--- src/rtl/parity_serial_rx.sv ---
// parity_serial_rx: receiver for the single-wire serial pin link.
// Frame: start (0), DATA_BITS data bits LSB first, even parity bit, stop (1).
// The line is synchronised with two flops and sampled mid-bit by a down-counter
// that runs at CLKS_PER_BIT clocks per bit. Each finished word is held in a
// one-entry register and offered on a valid/ready interface.
//
// Ports:
//   clk          system clock (rising edge)
//   rst_n        async active-low reset
//   rx_i         serial line, idle high, asynchronous to clk
//   data_o       received word
//   valid_o      data_o / parity_err_o / frame_err_o are valid
//   ready_i      consumer accepts when valid_o & ready_i
//   parity_err_o parity check failed for the held word
//   frame_err_o  stop bit sampled low for the held word
//   overrun_o    one-cycle pulse: a completed frame was dropped
//   busy_o       receiver is not idle
module parity_serial_rx #(
  parameter int unsigned DATA_BITS    = 8,
  parameter int unsigned CLKS_PER_BIT = 16
) (
  input  logic                 clk,
  input  logic                 rst_n,
  input  logic                 rx_i,
  output logic [DATA_BITS-1:0] data_o,
  output logic                 valid_o,
  input  logic                 ready_i,
  output logic                 parity_err_o,
  output logic                 frame_err_o,
  output logic                 overrun_o,
  output logic                 busy_o
);

  localparam int unsigned CntW = $clog2(CLKS_PER_BIT);
  localparam int unsigned BitW = $clog2(DATA_BITS + 1);

  localparam logic [CntW-1:0] HalfLoad = CntW'(CLKS_PER_BIT / 2 - 1);
  localparam logic [CntW-1:0] BitLoad  = CntW'(CLKS_PER_BIT - 1);
  localparam logic [BitW-1:0] LastBit  = BitW'(DATA_BITS - 1);

  typedef enum logic [2:0] {
    StIdle,
    StStart,
    StData,
    StParity,
    StStop,
    StWaitHigh
  } state_e;

  state_e               state_q, state_d;
  logic                 sync1_q, rx_s_q, rx_prev_q;
  logic [CntW-1:0]      cnt_q, cnt_d;
  logic [BitW-1:0]      bit_q, bit_d;
  logic [DATA_BITS-1:0] shift_q, shift_d;
  logic                 par_bad_q, par_bad_d;
  logic [DATA_BITS-1:0] data_q, data_d;
  logic                 valid_q, valid_d;
  logic                 perr_q, perr_d;
  logic                 ferr_q, ferr_d;
  logic                 ovr_q, ovr_d;
  logic                 tick;

  // Synchroniser plus one history flop for falling-edge detection.
  always_ff @(posedge clk or negedge rst_n) begin
    if (!rst_n) begin
      sync1_q   <= 1'b1;
      rx_s_q    <= 1'b1;
      rx_prev_q <= 1'b1;
    end else begin
      sync1_q   <= rx_i;
      rx_s_q    <= sync1_q;
      rx_prev_q <= rx_s_q;
    end
  end

  assign tick = (cnt_q == '0);

  always_comb begin
    state_d   = state_q;
    cnt_d     = cnt_q;
    bit_d     = bit_q;
    shift_d   = shift_q;
    par_bad_d = par_bad_q;
    data_d    = data_q;
    valid_d   = valid_q;
    perr_d    = perr_q;
    ferr_d    = ferr_q;
    ovr_d     = 1'b0;

    if (state_q != StIdle && state_q != StWaitHigh) begin
      cnt_d = tick ? BitLoad : cnt_q - 1'b1;
    end

    // Handshake empties the holding register; a completion below may refill it.
    if (valid_q && ready_i) begin
      valid_d = 1'b0;
      perr_d  = 1'b0;
      ferr_d  = 1'b0;
    end

    unique case (state_q)
      StIdle: begin
        if (rx_prev_q && !rx_s_q) begin
          state_d = StStart;
          cnt_d   = HalfLoad;
        end
      end
      StStart: begin
        if (tick) begin
          state_d = rx_s_q ? StIdle : StData;
          bit_d   = '0;
        end
      end
      StData: begin
        if (tick) begin
          shift_d                = shift_q >> 1;
          shift_d[DATA_BITS-1]   = rx_s_q;
          bit_d                  = bit_q + 1'b1;
          if (bit_q == LastBit) begin
            state_d = StParity;
          end
        end
      end
      StParity: begin
        if (tick) begin
          par_bad_d = (^shift_q) ^ rx_s_q;
          state_d   = StStop;
        end
      end
      StStop: begin
        if (tick) begin
          if (!valid_q || ready_i) begin
            data_d  = shift_q;
            valid_d = 1'b1;
            perr_d  = par_bad_q;
            ferr_d  = !rx_s_q;
          end else begin
            ovr_d = 1'b1;
          end
          // A held-low line must go high before another start can be seen.
          state_d = rx_s_q ? StIdle : StWaitHigh;
        end
      end
      StWaitHigh: begin
        if (rx_s_q) begin
          state_d = StIdle;
        end
      end
      default: state_d = StIdle;
    endcase
  end

  always_ff @(posedge clk or negedge rst_n) begin
    if (!rst_n) begin
      state_q   <= StIdle;
      cnt_q     <= '0;
      bit_q     <= '0;
      shift_q   <= '0;
      par_bad_q <= 1'b0;
      data_q    <= '0;
      valid_q   <= 1'b0;
      perr_q    <= 1'b0;
      ferr_q    <= 1'b0;
      ovr_q     <= 1'b0;
    end else begin
      state_q   <= state_d;
      cnt_q     <= cnt_d;
      bit_q     <= bit_d;
      shift_q   <= shift_d;
      par_bad_q <= par_bad_d;
      data_q    <= data_d;
      valid_q   <= valid_d;
      perr_q    <= perr_d;
      ferr_q    <= ferr_d;
      ovr_q     <= ovr_d;
    end
  end

  assign data_o       = data_q;
  assign valid_o      = valid_q;
  assign parity_err_o = perr_q;
  assign frame_err_o  = ferr_q;
  assign overrun_o    = ovr_q;
  assign busy_o       = (state_q != StIdle);

endmodule

--- config.mk ---
export PLATFORM = sky130hd
export DESIGN_NAME = parity_serial_rx
export DESIGN_NICKNAME = d
export VERILOG_FILES = /design/src/rtl/parity_serial_rx.sv
export SDC_FILE = /design/constraint.sdc
export NUM_CORES = 1
export LEC_CHECK = 0
export CORE_ASPECT_RATIO = 0.7
export CORE_MARGIN = 8
export CORE_UTILIZATION = 55
export DETAILED_ROUTE_END_ITERATION = 6
export HOLD_SLACK_MARGIN = 0.15
export PLACE_DENSITY = 0.8
export SETUP_SLACK_MARGIN = 0.1
export SLEW_MARGIN = 20
export SYNTH_ARGS = -nofsm -noshare
export SYNTH_HDL_FRONTEND = slang
export SYNTH_SLANG_ARGS = --single-unit
--- constraint.sdc ---
create_clock -name clk -period 5.4 [get_ports clk]
set_clock_uncertainty 0.1 [all_clocks]
set_input_delay 1.35 -clock clk [delete_from_list [all_inputs] [get_ports clk]]
set_output_delay 1.35 -clock clk [all_outputs]
set_load 0.01 [all_outputs]
==> metrics.txt <==
# TYPE chip_impl_metric gauge
chip_impl_info{name="status",value="finished clean"} 1
chip_impl_metric{name="grt_pass1_vias",unit=""} 1160
chip_impl_metric{name="chipWidth",unit="µm"} 81.3
chip_impl_metric{name="synth-edff-count",unit=""} 0
chip_impl_info{name="setup.worst_path.end",value="busy_o"} 1
chip_impl_metric{name="cts-hold-fix-buffers",unit=""} 0
chip_impl_info{name="netlist_top_cells_area",value="dfrtp_1 (49%), mux2_2 (12%), dfstp_2 (4.8%)"} 1
chip_impl_metric{name="antenna_cells_inserted",unit=""} 0
chip_impl_metric{name="chipHeight",unit="µm"} 61.7
chip_impl_metric{name="synth_top_area_share",unit="%"} 48.7
chip_impl_metric{name="fp.dieArea",unit="mm²"} 0.00502
chip_impl_metric{name="globalRouteOverflowTotal",unit=""} 0
chip_impl_metric{name="cts_num_sinks",unit=""} 35
chip_impl_metric{name="largest_net_degree_at_the_start_of_global_routing",unit=""} 36
chip_impl_metric{name="dpl.cell_count",unit=""} 188
chip_impl_info{name="hold_path.class",value="flip-flop to flip-flop"} 1
chip_impl_metric{name="fin_area",unit="mm²"} 0.00195
chip_impl_metric{name="yosysUniqueCellTypes",unit=""} 34
chip_impl_metric{name="firstDrtPassIters",unit=""} 4
chip_impl_info{name="criticalPathCategory",value="flip-flop to output pin"} 1
chip_impl_info{name="critical_path.slowest_cell",value="dfrtp_1"} 1
chip_impl_metric{name="report.final.hold_viol_count",unit=""} 0
chip_impl_metric{name="crit_path_max_incr_delay",unit="ps"} 700
chip_impl_metric{name="cp_num_cells",unit=""} 3
chip_impl_info{name="critPathLaunch",value="state_q[0]"} 1
chip_impl_metric{name="required",unit="ps"} 3950
chip_impl_metric{name="cts_max_level",unit=""} 2
chip_impl_metric{name="worst_slew_pin_tran",unit="ps"} 560
chip_impl_metric{name="post-route-drc-count",unit=""} 0
chip_impl_metric{name="clk_pin_slew_worst_paths",unit="ps"} 60
chip_impl_metric{name="grt_first_pass_wirelength",unit="µm"} 5500
chip_impl_info{name="top_delay_family_on_crit_path",value="flip-flops"} 1
chip_impl_info{name="top_reg_cell_synth",value="dfrtp_1"} 1
chip_impl_metric{name="drv.max_cap_violation_count",unit=""} 0
chip_impl_info{name="rsz_0062_raised_after_global_routing",value="false"} 1
chip_impl_metric{name="detail_route.wirelength",unit="µm"} 3280
chip_impl_metric{name="drive_gt1_share",unit="%"} 21.9
chip_impl_info{name="cts_tree",value="built"} 1
chip_impl_metric{name="postSynthRegisterBits",unit=""} 35
chip_impl_metric{name="postSynth.asyncResetShare",unit="%"} 100
chip_impl_metric{name="core-area",unit="mm²"} 0.00282
chip_impl_metric{name="power_density",unit="mW/mm²"} 419
chip_impl_metric{name="cts_inserted_buffers",unit=""} 5
chip_impl_info{name="worstPathCellList",value="nor2_1, nand2_1, clkdlybuf4s50_1"} 1
chip_impl_metric{name="total_leakage_power",unit="nW"} 0.877
chip_impl_metric{name="setup_tns",unit="ps"} 0
chip_impl_info{name="yosysTopAreaCell",value="dfrtp_1"} 1
chip_impl_info{name="worstSetupStartpointType",value="flip-flop"} 1
chip_impl_info{name="critical_path.endpoint_type",value="output pin"} 1
chip_impl_metric{name="rows",unit=""} 16
chip_impl_metric{name="fin_nets",unit=""} 165
chip_impl_metric{name="via_count",unit=""} 1155
chip_impl_metric{name="post_cts_setup_buffer_count",unit=""} 0
chip_impl_metric{name="wl_per_cell",unit="µm"} 16.7
chip_impl_info{name="worstReg2RegEnd",value="shift_q[1]"} 1
chip_impl_metric{name="timing.final.crit_share",unit="%"} 59.9
chip_impl_metric{name="buffer_ports.inserted",unit=""} 16
chip_impl_metric{name="starting_utilization_of_the_core_area",unit="%"} 58.2
chip_impl_metric{name="antenna_left",unit=""} 0
chip_impl_metric{name="area_growth_from_synthesis_to_layout",unit="%"} 18.7
chip_impl_metric{name="routed_via_density",unit=""} 5.89
chip_impl_metric{name="grt.total_usage",unit="%"} 14.7
chip_impl_metric{name="slew_violations",unit=""} 0
chip_impl_info{name="clock-root-buffer",value="clkbuf_8"} 1
chip_impl_metric{name="design.portCount",unit=""} 17
chip_impl_metric{name="syn_avg_cell_area",unit="µm²"} 11.8
chip_impl_metric{name="path_buf_inv",unit=""} 1
chip_impl_metric{name="clock_tree.buffer_depth",unit=""} 2
chip_impl_info{name="crit-reg2reg-launch",value="cnt_q[0]"} 1
chip_impl_metric{name="achievable-frequency",unit="MHz"} 309
chip_impl_metric{name="worst_ep_arrival_time",unit="ps"} 1790
chip_impl_metric{name="dp_hpwl",unit="µm"} 2220
chip_impl_metric{name="post_synthesis_instance_area",unit="mm²"} 0.00164
chip_impl_metric{name="setup_violations",unit=""} 0
chip_impl_metric{name="final-instance-count-excl-fill",unit=""} 196
chip_impl_metric{name="timing.reg2reg.worst_path_depth",unit=""} 5
chip_impl_metric{name="dpl-instance-area",unit="mm²"} 0.00183
chip_impl_metric{name="worstPathMaxFanout",unit=""} 17
chip_impl_metric{name="worstSkewPairLatency",unit="ps"} 290
chip_impl_metric{name="seq_area_frac_synth",unit="%"} 53.5
chip_impl_metric{name="slew_headroom",unit="%"} 62.7
chip_impl_metric{name="drt-initial-drc-count",unit=""} 70
chip_impl_metric{name="reg2reg_slack",unit="ps"} 3130
chip_impl_metric{name="synth_fp_nets",unit=""} 145
chip_impl_metric{name="synth_warnings",unit=""} 0
chip_impl_metric{name="final.min_clock_period",unit="ps"} 3240
chip_impl_metric{name="antenna_found_initial",unit=""} 0
chip_impl_metric{name="finalWeightedCongestion",unit=""} 0.955
chip_impl_metric{name="synthesis.instances",unit=""} 139
chip_impl_metric{name="cts.repair.resized",unit=""} 0
chip_impl_metric{name="worst_ir_drop_vdd",unit="mV"} 0.259
==> final cells by class <==
type / count / area [µm²]
timing repair buffer: 17 / 168
sequential: 35 / 880
multi-input combinational: 95 / 721
tap: 36 / 45.0
fill: 209 / 873
inverter: 5 / 18.8
clock inverter: 2 / 35.0
clock buffer: 6 / 82.6
==> synthesized netlist by cell type (all sizes together) (2+ instances only) <==
library cell / number
xnor2: 5
o21a: 2
o21ai: 10
nor4: 2
dfstp: 3
nand3: 5
buf: 2
clkbuf: 2
a21oi: 9
xor2: 3
o2bb2ai: 3
nand2b: 3
mux2i: 3
nor3: 3
nand2: 10
ha: 2
inv: 5
mux2: 18
nor2: 7
dfrtp: 32
==> how the worst min path moves through the flow <==
stage,start,to,depth (start not counted)
2_1_floorplan,sync1_q,rx_s_q,0
3_3_place_gp,sync1_q,rx_s_q,0
3_5_place_dp,sync1_q,rx_s_q,0
4_1_cts,sync1_q,rx_s_q,0
5_1_grt,sync1_q,rx_s_q,0
6_report,sync1_q,rx_s_q,0
==> where the power goes <==
group | internal, mW | leakage, nW | switching (mW)
logic | 0.0997 | 0.362 | 0.108
clock network | 0.149 | 0.0612 | 0.0932
registers | 0.302 | 0.454 | 0.0646
total | 0.551 | 0.877 | 0.266
==> layer usage <==
layer  global-route usage [%]  up-vias  routed length (µm)
met5                        0        -                   0
met4                     8.86        0                  79
met3                     5.03       11                 224
met2                     22.7       44                1530
met1                     17.7      568                1440
li1                         -      532                   -
==> cells in the final DEF (no fill, tap or decap), drive strengths merged <==
cell,netlist,routed
xor2,3,3
a31oi,1,1
dfrtp,32,32
bufinv,0,1
a21oi,9,9
or3,1,1
or3b,1,1
xnor2,5,5
or4b,1,1
xnor3,1,1
nor2,7,7
nor3b,1,1
clkdlybuf4s50,0,16
inv,5,5
a31o,1,1
mux2,18,18
clkinv,0,1
o21ai,10,10
buf,2,1
dfstp,3,3
o2bb2ai,3,3
mux2i,3,3
nor4,2,2
ha,2,2
nor3,3,3
nand2b,3,3
nand2,10,10
clkbuf,2,6
nand3,5,5
nor4b,1,1
o221ai,1,1
o41a,1,1
o21a,2,2
==> registers in the layout, indices dropped and copies added, names as in the netlist, 3 cells and up <==
register  cells
bit_q         4
state_q       3
cnt_q         4
data_o        8
shift_q       8
==> logic make-up (layout without fill, tap and decap cells) <==
logic type | count (synthesis) | in the layout | share of synthesized area [%]
multiplexers | 21 | 21 | 14.2
flip-flops | 35 | 35 | 53.5
AO/OA/AOI/OAI | 28 | 28 | 10.4
buffers and inverters | 9 | 30 | 2.59
adder cells (fa/ha/maj) | 2 | 2 | 1.52
AND/OR/NAND/NOR | 35 | 35 | 12.1
XOR/XNOR | 9 | 9 | 5.64
==> through the flow <==
stage               total power [mW]  setup WS (ps)  hold slack (ps)  utilization (%)
detailed placement             0.577           2480              248             64.9
global placement               0.559           2540              247             64.9
global route                   0.865           2050              264             69.1
CTS                            0.819           2160              258             69.1
floorplan                      0.523           3100              245                -
finish                         0.818           2160              257             69.1
Note: power is estimated with default switching activity, not from simulation.
